===== src/rtl/para_rom_ctrl_if.sv =====
// rtl/para_rom_ctrl_if.sv - parameter ROM beat stream between sequencer and conv engine
interface para_rom_ctrl_if;
   logic [7:0] param_rd_addr;
   logic [4:0] conv_cnt;
   logic       param_vld;
   logic       param_first;
   logic       param_last;
   logic       param_rdy;

   modport master (
      output param_rd_addr, conv_cnt, param_vld, param_first, param_last,
      input  param_rdy
   );
   modport slave (
      input  param_rd_addr, conv_cnt, param_vld, param_first, param_last,
      output param_rdy
   );
endinterface


===== src/rtl/para_rom_ctrl.sv =====
// rtl/para_rom_ctrl.sv - parameter ROM sequencer; PARA_ROM_CTRL_RANGE_EN adds k_first/k_last kernel range with SEEK
module para_rom_ctrl #(
   parameter int OUT_CH = 6,
   parameter int WORDS  = 5
) (
   input  logic                  clk,
   input  logic                  rst_n,
   input  logic                  start,
`ifdef PARA_ROM_CTRL_RANGE_EN
   input  logic [4:0]            k_first,
   input  logic [4:0]            k_last,
`endif
   para_rom_ctrl_if.master       bus,
   output logic                  busy,
   output logic                  done
);
   localparam logic [4:0] W_MAX = 5'(WORDS - 1);
   localparam logic [4:0] K_MAX = 5'(OUT_CH - 1);
`ifdef PARA_ROM_CTRL_RANGE_EN
   localparam logic [7:0] W8    = 8'(WORDS);
`endif

   typedef enum logic [1:0] {
      IDLE,
`ifdef PARA_ROM_CTRL_RANGE_EN
      SEEK,
`endif
      STREAM,
      DONE
   } state_t;

   state_t     state;
   logic [4:0] cur_k;
   logic [4:0] cur_w;
   logic [7:0] cur_addr;
   logic       vld;
   logic [4:0] k_end;
   logic [4:0] nxt_k;
   logic [4:0] nxt_w;
   logic       fire;
   logic       final_beat;

`ifdef PARA_ROM_CTRL_RANGE_EN
   logic [4:0] k_first_r;
   logic [4:0] k_last_r;
   assign k_end = k_last_r;
`else
   assign k_end = K_MAX;
`endif

   assign fire       = vld & bus.param_rdy;
   assign final_beat = (cur_w == W_MAX) && (cur_k == k_end);
   assign nxt_w      = (cur_w == W_MAX) ? 5'd0 : cur_w + 5'd1;
   assign nxt_k      = (cur_w == W_MAX) ? cur_k + 5'd1 : cur_k;

   // Look one entry ahead on an accepted beat so the 1-cycle ROMs track param_vld.
   assign bus.param_rd_addr = fire ? (final_beat ? 8'd0 : cur_addr + 8'd1) : cur_addr;
   assign bus.conv_cnt      = fire ? (final_beat ? 5'd0 : nxt_k) : cur_k;
   assign bus.param_vld     = vld;
   assign bus.param_first   = vld & (cur_w == 5'd0);
   assign bus.param_last    = vld & (cur_w == W_MAX);

   always_ff @(posedge clk) begin
      if (!rst_n) begin
         state    <= IDLE;
         cur_k    <= 5'd0;
         cur_w    <= 5'd0;
         cur_addr <= 8'd0;
         vld      <= 1'b0;
         busy     <= 1'b0;
         done     <= 1'b0;
`ifdef PARA_ROM_CTRL_RANGE_EN
         k_first_r <= 5'd0;
         k_last_r  <= 5'd0;
`endif
      end else begin
         done <= 1'b0;
         case (state)
            IDLE: begin
               if (start) begin
`ifdef PARA_ROM_CTRL_RANGE_EN
                  k_first_r <= k_first;
                  k_last_r  <= k_last;
                  if ((k_first > k_last) || (k_last > K_MAX)) begin
                     state <= DONE;
                     done  <= 1'b1;
                  end else begin
                     state <= SEEK;
                     busy  <= 1'b1;
                  end
`else
                  state <= STREAM;
                  vld   <= 1'b1;
                  busy  <= 1'b1;
`endif
               end
            end
`ifdef PARA_ROM_CTRL_RANGE_EN
            SEEK: begin
               // cur_addr reaches k_first*WORDS by one addition per kernel skipped.
               if (cur_k == k_first_r) begin
                  state <= STREAM;
                  vld   <= 1'b1;
               end else begin
                  cur_k    <= cur_k + 5'd1;
                  cur_addr <= cur_addr + W8;
               end
            end
`endif
            STREAM: begin
               if (bus.param_rdy) begin
                  if (final_beat) begin
                     state    <= DONE;
                     vld      <= 1'b0;
                     busy     <= 1'b0;
                     done     <= 1'b1;
                     cur_k    <= 5'd0;
                     cur_w    <= 5'd0;
                     cur_addr <= 8'd0;
                  end else begin
                     cur_w    <= nxt_w;
                     cur_k    <= nxt_k;
                     cur_addr <= cur_addr + 8'd1;
                  end
               end
            end
            DONE: begin
               state    <= IDLE;
               cur_k    <= 5'd0;
               cur_w    <= 5'd0;
               cur_addr <= 8'd0;
            end
            default: state <= IDLE;
         endcase
      end
   end
endmodule


===== src/flat_wrapper.sv =====
// flat-port wrapper written by rule: the top's interface ports become plain ports
module para_rom_ctrl_flat 
#(
   parameter int OUT_CH = 6,
   parameter int WORDS  = 5
)
  (clk, rst_n, start, busy, done, bus_param_rd_addr, bus_conv_cnt, bus_param_vld, bus_param_first, bus_param_last, bus_param_rdy);
  para_rom_ctrl_if bus_i ();
  input  logic clk;
  input  logic rst_n;
  input  logic start;
  output logic busy;
  output logic done;
  output wire logic [$bits(bus_i.param_rd_addr)-1:0] bus_param_rd_addr;
  output wire logic [$bits(bus_i.conv_cnt)-1:0] bus_conv_cnt;
  output wire logic [$bits(bus_i.param_vld)-1:0] bus_param_vld;
  output wire logic [$bits(bus_i.param_first)-1:0] bus_param_first;
  output wire logic [$bits(bus_i.param_last)-1:0] bus_param_last;
  input wire logic [$bits(bus_i.param_rdy)-1:0] bus_param_rdy;
  assign bus_param_rd_addr = bus_i.param_rd_addr;
  assign bus_conv_cnt = bus_i.conv_cnt;
  assign bus_param_vld = bus_i.param_vld;
  assign bus_param_first = bus_i.param_first;
  assign bus_param_last = bus_i.param_last;
  assign bus_i.param_rdy = bus_param_rdy;
  para_rom_ctrl #(.OUT_CH(OUT_CH), .WORDS(WORDS)) u_core (.clk(clk), .rst_n(rst_n), .start(start), .bus(bus_i), .busy(busy), .done(done));
endmodule

===== config.mk =====
export PLATFORM = sky130hd
export DESIGN_NAME = para_rom_ctrl_flat
export DESIGN_NICKNAME = d
export VERILOG_FILES = /design/src/rtl/para_rom_ctrl_if.sv /design/src/rtl/para_rom_ctrl.sv /design/src/flat_wrapper.sv
export SDC_FILE = /design/constraint.sdc
export NUM_CORES = 1
export LEC_CHECK = 0
export ABC_AREA = 1
export CAP_MARGIN = 20
export CORE_MARGIN = 5
export CORE_UTILIZATION = 35
export CTS_CLUSTER_DIAMETER = 200
export DETAILED_ROUTE_END_ITERATION = 6
export DONT_BUFFER_PORTS = 1
export GPL_TIMING_DRIVEN = 1
export PLACE_DENSITY = 0.46
export SYNTH_ARGS = -nofsm -noshare
export SYNTH_HDL_FRONTEND = slang
export SYNTH_SLANG_ARGS = --single-unit
export TNS_END_PERCENT = 20

===== constraint.sdc =====
create_clock -name clk -period 2.9 [get_ports clk]
set_input_delay 0.725 -clock clk [delete_from_list [all_inputs] [get_ports clk]]
set_output_delay 0.725 -clock clk [all_outputs]
set_load 0.01 [all_outputs]

Yosys cells after proc, flatten, opt, wreduce, memory -nomap -nowiden
Cells that the tools add are included.
{ "classes": {"add_sub_neg": 3, "n_eq_ne": 7, "mux": 22, "n_bitwise": 3, "n_reduce_logical": 9} }
{ "op_table": {"columns": ["cell", "n"], "rows": [
  ["$mux W5", 7],
  ["$mux W8", 3],
  ["$pmux W5 S2", 2],
  ["$pmux W8 S2", 1],
  ["$add A5 B1 Y5 const B", 2],
  ["$eq A5 B3 Y1 const B", 2],
  ["$add A8 B1 Y8 const B", 1],
  ["$mux W2", 3],
  ["$reduce_and A3 Y1", 2],
  ["$logic_not A5 Y1", 1],
  ["$mux W1", 4],
  ["$ne A2 B2 Y1 const B", 2],
  ["$pmux W2 S2", 1],
  ["$reduce_and A4 Y1", 1],
  ["$reduce_bool A2 Y1", 2],
  ["$and A1 B1 Y1", 3],
  ["$eq A2 B1 Y1 const B", 1],
  ["$eq A2 B2 Y1 const B", 1],
  ["$logic_not A2 Y1", 1],
  ["$ne A2 B1 Y1 const B", 1],
  ["$pmux W1 S2", 1],
  ["$reduce_and A2 Y1", 1],
  ["$logic_and A1 B1 Y1", 1]
]} }
{ "totals": {"ff_bits": 22, "input_bits": 4, "output_inout_bits": 18, "wordCells": 50} }

Logic depth before layout (Yosys ltp)
{ "logic_depth": {"depth_word": 5, "depth_mapped": 9, "depth_no_buf": 9} }

Worst setup path before layout
Ideal clock, no wire load.
{ "synth_path": {"path_kind": "register to output", "startpoint": "register u_core.cur_w[0]", "endpoint": "output bus_param_rd_addr[0]", "arrival_time_ns": 1.334, "required_time_ns": 2.175, "path_slack_ns": 0.841, "path_stages_with_launch": 9, "path_buffers": 0, "cell_sequence": "dfxtp_1 > inv_1 > ha_1 > nand2_2 > inv_1 > nand2_4 > nor2_4 > or2_1 > o21ai_1"} }
{ "synth_between": {"elab_chain_cells": 4} }
{ "synth_rtl": {"columns": ["element", "line", "rtl"], "rows": [
  ["from (decl)", "para_rom_ctrl.sv:34", "logic [4:0] cur_w;"],
  ["from (signal assigned)", "para_rom_ctrl.sv:121", "cur_w <= nxt_w;"],
  ["$eq A5 B3 Y1", "para_rom_ctrl.sv:52", "assign final_beat = (cur_w == W_MAX) && (cur_k == k_end);"],
  ["$logic_and A1 B1 Y1", "para_rom_ctrl.sv:52", null],
  ["$mux W8 (2 in a row)", "para_rom_ctrl.sv:57", "assign bus.param_rd_addr = fire ? (final_beat ? 8'd0 : cur_addr + 8'd1) : cur_addr;"],
  ["to (decl)", "flat_wrapper.sv:14", "output wire logic [$bits(bus_i.param_rd_addr)-1:0] bus_param_rd_addr;"]
]} }
Every way passes these cells.

Worst setup path in the final report
{ "layout_path": {"startpoint": "register u_core.cur_w[0]", "endpoint": "output bus_param_rd_addr[7]"} }
Same word-level chain as after synthesis.

==> impl_metrics.tcl <==
set metrics [dict create \
    outcome "finished, final reports clean" \
    period_minus_slack_ps 2560 \
    r2r_start "u_core.cur_w[1]$_SDFFE_PN0P_" \
    die_h_um 72.9 \
    drv_cap 0 \
    utilization 0.394 \
    final_design_area_no_fill_um2 1480 \
    ant_nets 0 \
    cp.required_ps 2170 \
    fin_nets 218 \
    start_util 0.370 \
    die_w_um 72.9 \
    cts_resized 0 \
    crit_fanout 12 \
    avgSynthCellArea_um2 6.66 \
    grt_max_degree 15 \
    drive_gt1_frac 0.0962 \
    timing.setup.tns_ps 0 \
    clkTransAtPathRegs_ps 90 \
    relSlewSlack 0.684 \
    placed_cell_area_um2 1420 \
    ys_async_sr_fraction 0 \
    gr-total-overflow 0 \
    fin_crit_sh 0.883 \
    holdBufCountCts 0 \
    yosysWarnings 0 \
    ys_seq_area_frac 0.318 \
    synth_edf_count 0 \
    synth_area_leader_cell "dfxtp_1" \
    synth_commonest_cells "nand2_1 (59), inv_1 (26), dfxtp_1 (22)" \
    ys_ff_latch 22 \
    clock-sinks 22 \
    grt_pass1_vias 1174 \
    p_leak_uw 0.000580 \
    max-vdd-ir-drop_v 0.000308 \
    rsz0062_at_grt "no" \
    worstPathArrival_ps 1840 \
    routed_wl_um 3340 \
    synth_nets 217 \
    io_pins 22 \
    place_congestion 0.794 \
    dp_hpwl_um 2560 \
    syn_to_final_growth_pct 6.59 \
    netlist.area_leader.share 0.318 \
    synth_ff_type "dfxtp_1" \
    rows 22 \
    ctsRootBufferMaster "clkbuf_8" \
    skew_ps 8.03 \
    netlist_instances 208 \
    power_density_nw_per_um2 395 \
    tightest_slew_ps 469 \
    ys_top_cells_by_area "dfxtp_1 (32%), nand2_1 (16%), inv_1 (7.0%)" \
    port_buffers 0 \
    synth_cell_types 26 \
    critical_path_class "flip-flop to primary output" \
    clk_latency_ps 270 \
    seqPwrFrac 0.538 \
    synth_most_common_cell "nand2_1" \
    rrSetupSlack_ps 1300 \
    vias_per_cell 5.02 \
    via_count 1286 \
    p_switching_uw 144 \
    wire_per_inst_um 13.0 \
    drt_iter0_drc 79 \
    hold_path_end "u_core.cur_w[0]$_SDFFE_PN0P_" \
    switching_share 0.248 \
    clkPwrFrac 0.389 \
    htreeDepth 1 \
    max_freq_mhz 390 \
    die-area_um2 5320 \
    cts_buffer_depth 2 \
    cts_inserted_buffers 3 \
    drc 0 \
    antenna_cells 0 \
    drtPass1Iterations 6 \
    core_area_um2 3740 \
    hp-class "flip-flop to flip-flop" \
    end_kind "primary output" \
    finalHoldViolations 0 \
    startpoint_type "flip-flop" \
    hp-start "u_core.cur_w[0]$_SDFFE_PN0P_" \
    cts_tree "yes" \
    cts_setup_buffers 0 \
    setup_viol 0 \
    grt_util_all_layers 0.133 \
    grt_pass1_wl_um 5530 \
    hold_path_depth 1 \
    fillers 427 \
    comb_power_share 0.073 \
    r2r_cells 7 \
    intPower_uw 439 \
    slew_violations 0 \
    antenna_found_initial 0 \
    synth_area_um2 1390 \
    r2r_end "u_core.cur_addr[6]$_SDFFE_PN0P_" \
]
==> worst max path at each step <==
stage	from	to	slack (ps)
global placement	u_core.cur_w[0]$_SDFFE_PN0P_	bus_param_rd_addr[7]	660
finish	u_core.cur_w[0]$_SDFFE_PN0P_	bus_param_rd_addr[7]	340
global route	u_core.cur_w[0]$_SDFFE_PN0P_	bus_param_rd_addr[7]	130
floorplan	u_core.cur_w[0]$_SDFFE_PN0P_	bus_param_rd_addr[0]	840
detailed placement	u_core.cur_w[0]$_SDFFE_PN0P_	bus_param_rd_addr[7]	620
CTS	u_core.cur_w[0]$_SDFFE_PN0P_	bus_param_rd_addr[7]	320
==> placed cells by master (no fill, tap or decap) <==
cell	Yosys	routed
a21oi_1	8	8
buf_4	1	1
clkbuf_8	0	4
dfxtp_1	22	22
ha_1	5	5
inv_1	26	26
inv_2	1	1
nand2_1	59	59
nand2_2	2	2
nand2_4	1	1
nand3_1	14	14
nand3_2	5	5
nor2_1	16	16
nor2_2	1	1
nor2_4	4	4
nor3_1	2	2
o21ai_0	15	15
o21ai_1	9	9
o21bai_1	2	2
o22ai_1	5	5
o31ai_1	1	1
or2_1	1	1
xor2_1	3	3
xor2_2	1	1
==> sequential cells by signal, summed over array words and instances, names as in the netlist <==
register	cells
u_core.cur_addr	8
u_core.state	2
u_core.cur_w	5
u_core.done	1
u_core.busy	1
u_core.cur_k	5
==> kinds of logic (layout without fill, tap and decap cells) <==
group	count (synthesis)	after routing	share of synthesized area
XOR/XNOR	4	4	0.0307
AO/OA/AOI/OAI	40	40	0.154
flip-flops	22	22	0.318
AND/OR/NAND/NOR	105	105	0.356
buffers and inverters	32	32	0.0957
adder cells (fa/ha/maj)	5	5	0.0452
==> power by group through the flow <==
stage               logic [uW]  clock network, uW  registers (uW)
floorplan                 35.6                  0             318
global placement          42.7                  0             321
detailed placement        43.3                  0             321
CTS                       43.6                232             314
global route              48.7                251             315
finish                    42.5                227             314
==> worst max-delay path: stages, from the launching register on <==
cell     delay, ps
dfxtp_1        400
inv_1           60
ha_1           210
nand2_2        100
nor2_4          60
nand3_2        240
nand3_1        140
o21ai_0        360
==> layout make-up <==
cell class / instances / area [um^2] / share of cell area
multi-input cells: 154 / 812 / 0.550
flip-flops and latches: 22 / 440 / 0.298
inverters: 27 / 101 / 0.0686
well taps: 48 / 60.1 / 0.0407
clock buffers: 4 / 55.1 / 0.0373
repair buffers: 1 / 7.51 / 0.00508
==> per-stage QoR <==
step | total power, uW | std cells | hold WS, ps | setup slack, ps
5_1_grt | 614 | 256 | 533 | 132
6_report | 583 | 256 | 509 | 338
2_1_floorplan | 354 | 208 | 459 | 841
4_1_cts | 589 | 256 | 513 | 323
3_3_place_gp | 364 | 252 | 481 | 662
3_5_place_dp | 365 | 252 | 493 | 625
==> metal layers <==
layer	track usage	part of all wire	vias up
met2	0.216	0.47	20
met1	0.169	0.48	590
met4	0.0328	0.0048	0
li1	-	-	674
met5	0	0	-
met3	0.0427	0.051	2
No activity file was read; power rests on OpenSTA's default activity.
